$ cat config.mk
export PLATFORM = sky130hd
export DESIGN_NAME = vga_timing_gen
export DESIGN_NICKNAME = d
export VERILOG_FILES = /design/src/rtl/vga_timing_gen.sv
export SDC_FILE = /design/constraint.sdc
export NUM_CORES = 1
export LEC_CHECK = 0
export ABC_AREA = 1
export CAP_MARGIN = 20
export CORE_UTILIZATION = 30
export CTS_CLUSTER_DIAMETER = 80
export CTS_CLUSTER_SIZE = 14
export DETAILED_ROUTE_END_ITERATION = 12
export PLACE_DENSITY = 0.58
export SLEW_MARGIN = 5
export SYNTH_ARGS = -nofsm -noshare
export SYNTH_HDL_FRONTEND = slang
export SYNTH_SLANG_ARGS = --single-unit
export TNS_END_PERCENT = 100
$ cat constraint.sdc
create_clock -name clk -period 1.8 [get_ports clk]
set_clock_uncertainty 0.2 [all_clocks]
set_input_delay 0.27 -clock clk [delete_from_list [all_inputs] [get_ports clk]]
set_output_delay 0.27 -clock clk [all_outputs]
set_load 0.1 [all_outputs]
$ cat src/rtl/vga_timing_gen.sv
// ---------------------------------------------------------------------------
// vga_timing_gen
//   VGA raster timing generator. A system-clock divider produces one pixel
//   step every CLK_DIV enabled clocks. Horizontal and vertical counters walk
//   the full raster, and every output is registered from those counters with
//   one clock of latency.
//
// Ports
//   clk          system clock
//   reset        synchronous, active-high reset
//   en           run enable; low freezes divider, counters and output stage
//   x_loc/y_loc  current pixel position (CW bits)
//   h_sync       horizontal sync, level HS_ACTIVE during the sync pulse
//   v_sync       vertical sync, level VS_ACTIVE during the sync pulse
//   video_on     high inside the visible H_DISPLAY x V_DISPLAY area
//   pixel_tick   one-clock pulse on the first clock a new position is shown
//   line_start   pixel_tick qualified with x_loc == 0
//   animate      pixel_tick qualified with (H_DISPLAY, V_DISPLAY-1)
//   frame_count  completed-frame counter, 8 bits, wraps 255 -> 0
//
// Optional feature
//   VGA_FRAME_CNT_EN : when defined, frame_count is a real counter. When
//   undefined, the port is tied to 8'd0 and no counter logic is built.
// ---------------------------------------------------------------------------
module vga_timing_gen #(
  parameter int CLK_DIV   = 4,
  parameter int CW        = 10,
  parameter int H_DISPLAY = 640,
  parameter int H_FRONT   = 16,
  parameter int H_SYNC    = 96,
  parameter int H_BACK    = 48,
  parameter int V_DISPLAY = 480,
  parameter int V_FRONT   = 10,
  parameter int V_SYNC    = 2,
  parameter int V_BACK    = 33,
  parameter int HS_ACTIVE = 0,
  parameter int VS_ACTIVE = 0
) (
  input  logic          clk,
  input  logic          reset,
  input  logic          en,
  output logic [CW-1:0] x_loc,
  output logic [CW-1:0] y_loc,
  output logic          h_sync,
  output logic          v_sync,
  output logic          video_on,
  output logic          pixel_tick,
  output logic          line_start,
  output logic          animate,
  output logic [7:0]    frame_count
);

  localparam int H_TOTAL = H_DISPLAY + H_FRONT + H_SYNC + H_BACK;
  localparam int V_TOTAL = V_DISPLAY + V_FRONT + V_SYNC + V_BACK;

  // A divide-by-one still needs a one-bit divider register.
  localparam int DW = (CLK_DIV > 1) ? $clog2(CLK_DIV) : 1;

  localparam logic [DW-1:0] DIV_LAST = DW'(CLK_DIV - 1);
  localparam logic [CW-1:0] H_LAST   = CW'(H_TOTAL - 1);
  localparam logic [CW-1:0] V_LAST   = CW'(V_TOTAL - 1);
  localparam logic [CW-1:0] H_VIS    = CW'(H_DISPLAY);
  localparam logic [CW-1:0] V_VIS    = CW'(V_DISPLAY);
  localparam logic [CW-1:0] HS_START = CW'(H_DISPLAY + H_FRONT);
  localparam logic [CW-1:0] HS_END   = CW'(H_DISPLAY + H_FRONT + H_SYNC);
  localparam logic [CW-1:0] VS_START = CW'(V_DISPLAY + V_FRONT);
  localparam logic [CW-1:0] VS_END   = CW'(V_DISPLAY + V_FRONT + V_SYNC);
  localparam logic [CW-1:0] V_ANIM   = CW'(V_DISPLAY - 1);
  localparam logic          HS_ON    = 1'(HS_ACTIVE);
  localparam logic          VS_ON    = 1'(VS_ACTIVE);

  logic [DW-1:0] div;
  logic [CW-1:0] h;
  logic [CW-1:0] v;
  logic          tick;
  logic          tick_d;   // tick delayed to line up with the registered position
  logic          h_wrap;
  logic          v_wrap;

  // Half-open window test used by both sync decoders.
  function automatic logic in_window(input logic [CW-1:0] pos,
                                     input logic [CW-1:0] lo,
                                     input logic [CW-1:0] hi);
    return (pos >= lo) && (pos < hi);
  endfunction

  // Pixel step strobe and counter wrap conditions.
  always_comb begin
    tick   = en & (div == DIV_LAST);
    h_wrap = (h == H_LAST);
    v_wrap = (v == V_LAST);
  end

  // Divider and raster position counters.
  always_ff @(posedge clk) begin
    if (reset) begin
      div    <= '0;
      h      <= '0;
      v      <= '0;
      tick_d <= 1'b0;
    end else if (en) begin
      div    <= (div == DIV_LAST) ? '0 : div + DW'(1);
      tick_d <= tick;
      if (tick) begin
        h <= h_wrap ? '0 : h + CW'(1);
        if (h_wrap) begin
          v <= v_wrap ? '0 : v + CW'(1);
        end
      end
    end
  end

  // Registered output stage; it freezes with en so strobes stay aligned
  // with the position they announce.
  always_ff @(posedge clk) begin
    if (reset) begin
      x_loc      <= '0;
      y_loc      <= '0;
      h_sync     <= ~HS_ON;
      v_sync     <= ~VS_ON;
      video_on   <= 1'b0;
      pixel_tick <= 1'b0;
      line_start <= 1'b0;
      animate    <= 1'b0;
    end else if (en) begin
      x_loc      <= h;
      y_loc      <= v;
      h_sync     <= in_window(h, HS_START, HS_END) ? HS_ON : ~HS_ON;
      v_sync     <= in_window(v, VS_START, VS_END) ? VS_ON : ~VS_ON;
      video_on   <= (h < H_VIS) && (v < V_VIS);
      pixel_tick <= tick_d;
      line_start <= tick_d && (h == '0);
      animate    <= tick_d && (h == H_VIS) && (v == V_ANIM);
    end else begin
      pixel_tick <= 1'b0;
      line_start <= 1'b0;
      animate    <= 1'b0;
    end
  end

`ifdef VGA_FRAME_CNT_EN
  logic [7:0] frame_cnt;

  // Frame counter steps on the tick that wraps the raster back to (0,0);
  // the output copy follows one enabled clock later, like x_loc/y_loc.
  always_ff @(posedge clk) begin
    if (reset) begin
      frame_cnt   <= 8'd0;
      frame_count <= 8'd0;
    end else if (en) begin
      frame_count <= frame_cnt;
      if (tick && h_wrap && v_wrap) begin
        frame_cnt <= frame_cnt + 8'd1;
      end
    end
  end
`else
  assign frame_count = 8'd0;
`endif

endmodule
[After elaboration in Yosys (flattened, before gate mapping)]
Index checks and enable logic that the tools add are counted.
Storage, ports and cells
  register bits after elaboration: 49
  input bits: 3
  output and inout bits: 34
  logic and storage cells: 43
Cells by class
  $add $sub $neg: 3
  magnitude comparators: 6
  equality and inequality tests: 5
  muxes and demuxes: 5
  bitwise gates (word level): 2
  reduce and logical (&&, ||, !) cells: 10
Operators by type and width (number)
  10-bit == test (second input constant): 3
  10-bit by 1-bit adder with 10-bit output (second input constant): 2
  10-bit less-than comparator (second input constant): 2
  10-bit by 9-bit less-than comparator with 1-bit output (second input constant): 2
  10-bit 2-to-1 mux: 2
  10-bit by 9-bit == test with 1-bit output (second input constant): 1
  10-bit >= comparator (second input constant): 1
  10-bit by 9-bit >= comparator with 1-bit output (second input constant): 1
  10-bit logical NOT: 1
  1-bit logical AND: 6
  3-bit AND reduction: 1
  2-bit by 1-bit adder with 2-bit output (second input constant): 1
  2-bit == test (second input constant): 1
  1-bit 2-to-1 mux: 2
  2-bit 2-to-1 mux: 1
  2-bit AND reduction: 1
  2-bit OR reduction: 1
  1-bit bitwise AND: 1
  1-bit inverter: 1

[Depth between registers and ports, before layout]
  depth in word-level cells: 3
  mapped depth: 10
  gate-level depth less buffers: 9

[Least setup slack after synthesis]
No wires, ideal clock.
  path type: register to register
  from: register div[0]
  to: register v[6]
  setup time: 0.115 ns
  arrival time: 1.263 ns
  required time: 1.485 ns
  slack: 0.223 ns
  cell stages (with the launch flop): 9
  path buffers: 0
  clock period less this slack: 1.577 ns
  cells stage by stage: dfxtp_1 ha_1 nand2_4 nor2_4 nand2_4 o21ai_4 nand2_2 nand2_1 nor2_1
On the way
  longest elaborated chain between the ends: 3
RTL lines
  start: declaration: RTL line 72  | logic [DW-1:0] div;
  start signal: assignment: RTL line 102  | div <= (div == DIV_LAST) ? '0 : div + DW'(1);
  2-bit == test: RTL line 89  | tick = en & (div == DIV_LAST);
  1-bit bitwise AND: RTL line 89
  3-bit AND reduction (no line)
  end signal: assignment: RTL line 107  | v <= v_wrap ? '0 : v + CW'(1);
  end: declaration: RTL line 74  | logic [CW-1:0] v;
Every way passes these cells.
A chain may end at the register's enable or synchronous reset.

[Final worst setup path]
  from: register div[0]
  to: register v[8]
Same word-level chain as after synthesis.

==> results.py <==
metrics = {
    "timing": {
        "setup_violations": 0,
        "drv_slew": 0,
        "finalHoldViolCount": 0,
        "finalHoldWorstSlack_ns": 0.290,
        "min_period_ns": 1.73,
        "timing.fmax_ghz": 0.577,
        "layout_setup_ws_ns": 0.0667,
        "final_min_period_over_clock_period_pct": 96.3,
    },
    "clocking": {
        "clock_insertion_delay_worst_skew_ns": 0.30,
        "cts_hold_buf": 0,
        "cts_buffer_depth": 2,
        "tritoncts": "done",
        "cts.htree.levels": 2,
        "clk_root_buf": "sky130_fd_sc_hd__clkbuf_8",
        "numClockSinks": 49,
        "cts_made_buffers": 5,
        "clkTransAtPathRegs_ns": 0.09,
    },
    "worst_setup_path": {
        "r2r_start": "div[0]",
        "critical_path_required_ns": 1.84,
        "critPathArrivalTime_ns": 1.77,
        "timing.critical_path.slowest_stage_cell": "sky130_fd_sc_hd__dfxtp_2",
        "critPathCapture": "v[8]",
        "timing.reg2reg.setup_slack_ns": 0.07,
        "criticalPathCategory": "register to register",
        "critical_path.max_fanout": 6,
        "worst_r2r_endpoint": "v[8]",
        "path_cells": "ha_2, nand2_4, nor2_4, nand2_4, nor2_8, buf_4, buf_4, a21oi_1, nor2_1",
        "startpoint_type": "register",
        "critical_path.startpoint": "div[0]",
        "critPathMaxStageDelay_ns": 0.35,
        "ff2ff_path_depth": 9,
        "setup.worst_path.end_class": "register",
    },
    "floorplanning": {
        "ioPinCount": 37,
        "fp.coreArea_um2": 7250,
        "initial_core_util_pct": 30.9,
        "chipHeight_um": 88.5,
        "floorplan.die_area_um2": 7830,
        "std_cell_rows": 31,
        "die_w_um": 88.5,
    },
    "finish": {
        "areaGrowthSynthToFinish_pct": 37.8,
        "proportion_of_layout_cells_with_a_drive_suffix_above_1_pct": 19.0,
        "antenna_cells": 0,
        "fill_cell_count": 739,
        "postLayoutCoreUtil_pct": 42.6,
        "nets": 355,
        "multiInputGateArea_um2": 1050,
        "layout.area.seq_um2": 986,
    },
    "place": {
        "portBuffers": 28,
        "detailed_place_hpwl_um": 3800,
        "pre_cts_ws_ns": -0.185,
        "place_congestion": 0.828,
    },
    "logic_synthesis": {
        "synth_top_flop_cell": "sky130_fd_sc_hd__dfxtp_1",
        "cell_accounting_for_the_most_synthesized_area": "sky130_fd_sc_hd__dfxtp_1",
        "synth_simple_gate_area_share_pct": 27.5,
        "synthesis.yosys.warnings": 0,
        "postSynthCellCount": 305,
        "post_synth_xor_area_fraction_pct": 0.781,
        "fraction_of_synthesized_cell_area_taken_by_the_top_area_cell_type_pct": 43.7,
        "synth.cell_area_um2": 2240,
        "combinational_family_with_the_most_area_after_synthesis": "simple AND/OR/NAND/NOR gates",
        "yosys-mux-area-fraction_pct": 0,
        "synth_area_per_cell_um2": 7.36,
        "ys_seq_area_share_pct": 43.7,
        "synth_compound_area_share_pct": 13.6,
        "synthDistinctLibCells": 27,
        "post_synth_fa_ha_maj_area_fraction_pct": 3.35,
        "postSynthRegisterBits": 49,
        "yosys-top-cells-count": "sky130_fd_sc_hd__dfxtp_1 (49), sky130_fd_sc_hd__nand2_1 (49), sky130_fd_sc_hd__nor2_1 (46), sky130_fd_sc_hd__inv_1 (32), sky130_fd_sc_hd__a21oi_1 (30)",
        "async_set_or_reset_flop_fraction_in_the_synthesized_netlist_pct": 0,
        "yosys-top-cells-area": "sky130_fd_sc_hd__dfxtp_1 (44%), sky130_fd_sc_hd__nand2_1 (8.2%), sky130_fd_sc_hd__nor2_1 (7.7%)",
        "synth_edf_count": 0,
    },
    "route": {
        "wl_per_cell_um": 11.9,
        "via_count": 2035,
        "remaining_drc_errors": 0,
        "ant_nets": 0,
        "detail_route.wirelength_um": 5310,
        "first_iter_violations": 114,
        "routed_via_density": 4.56,
        "drt_pass1_iterations": 4,
    },
    "global_routing": {
        "antenna_found_initial": 0,
        "grt_start_max_net_pins": 33,
        "global_route.usage.total_pct": 14.5,
        "global_route.overflow_total": 0,
        "wire_length_of_the_first_global_routing_pass_um": 8780,
        "number_of_global_route_vias_before_repair": 1932,
    },
    "pwr": {
        "power_leakage_nw": 1.37,
        "cellPowerDensity_nw_per_um2": 781,
        "ir_drop_v": 0.000366,
    },
    "run": {
        "cap_violations": 0,
    },
    "outcome": {
        "status": "complete, no violations",
    },
    "hold_path": {
        "holdCritPathClass": "register to register",
    },
}
[power by group]
group	total [mW]	switching (mW)	leakage, nW	internal [mW]
Clock	0.807	0.353	0.0585	0.453
Sequential	1.14	0.0297	0.401	1.11
Combinational	0.464	0.329	0.910	0.135
[flip-flops by register name, summed over array words and instances, names as in the netlist]
name / count
div: 2
tick_d: 1
video_on: 1
animate: 1
y_loc: 10
h_sync: 1
x_loc: 10
v_sync: 1
v: 10
line_start: 1
pixel_tick: 1
h: 10
[worst min-delay path by stage]
stage               cells after the start  startpoint  slack [ns]      to
floorplan                               2      tick_d        0.24  tick_d
global placement                        2      tick_d        0.27  tick_d
detailed placement                      2      tick_d        0.28  tick_d
CTS                                     2      tick_d        0.29  tick_d
global route                            2        h[0]        0.31    h[0]
finish                                  2        h[0]        0.29    h[0]
[metrics by stage]
| step | cell area (um2) | TNS, ns | total power, mW | instances |
|---|---|---|---|---|
| final | 3090 | 0 | 2.42 | 446 |
| after CTS | 3030 | 0 | 2.44 | 441 |
| after detailed placement | 2910 | -1.80 | 1.63 | 433 |
| after floorplan | 2270 | 0 | 1.49 | 312 |
| after global placement | 2910 | -1.10 | 1.63 | 433 |
| after global routing | 3090 | -0.0459 | 2.52 | 446 |
[layout by cell type (no fill, tap or decap), types with 5 or more instances in the layout]
cell                       count
sky130_fd_sc_hd__nand2_1      49
sky130_fd_sc_hd__nor2_1       46
sky130_fd_sc_hd__dfxtp_1      45
sky130_fd_sc_hd__inv_1        32
sky130_fd_sc_hd__a21oi_1      30
sky130_fd_sc_hd__buf_12       27
sky130_fd_sc_hd__o21ai_0      26
sky130_fd_sc_hd__nand3_1      16
sky130_fd_sc_hd__buf_4        16
sky130_fd_sc_hd__nor3_1        9
sky130_fd_sc_hd__conb_1        8
sky130_fd_sc_hd__nand4_1       6
sky130_fd_sc_hd__clkbuf_8      6
sky130_fd_sc_hd__ha_1          5
[cells by family after synthesis]
logic type / count (synthesis)
buffers and inverters: 53
other: 1
xor gates and xnor gates: 2
and+or+nand+nor: 136
adders and majority gates: 6
AOI/OAI and AO/OA: 58
DFF: 49
[per-layer routing]
metal | share of wire (%) | global-route usage, % | vias up
li1 | - | - | 1051
met2 | 47 | 24.5 | 50
met4 | 0.77 | 3.96 | 0
met3 | 3.6 | 2.61 | 2
met5 | 0 | 0 | -
met1 | 49 | 19.0 | 932
[area by class of cell]
type | instances | area share [%]
inverters | 34 | 4.13
clock inverters | 1 | 0.971
multi-input cells | 210 | 33.8
clock buffers | 7 | 2.79
well taps | 99 | 4.01
flip-flops and latches | 49 | 31.9
repair buffers | 46 | 22.4
[timing repair]
action | CTS | global route
setup buffers | 0 | 5
endpoints found under the setup margin | 0 | 7
gates resized for setup | 0 | 8
[critical path: cells and delay by family (launching register included)]
| kind | cells | cell delay (ns) |
|---|---|---|
| flops | 1 | 0.35 |
| buf+inv | 2 | 0.28 |
| fa+ha+maj | 1 | 0.21 |
| simple gates | 5 | 0.58 |
| compound gates | 1 | 0.05 |
Power figures use the tool's default switching activity.
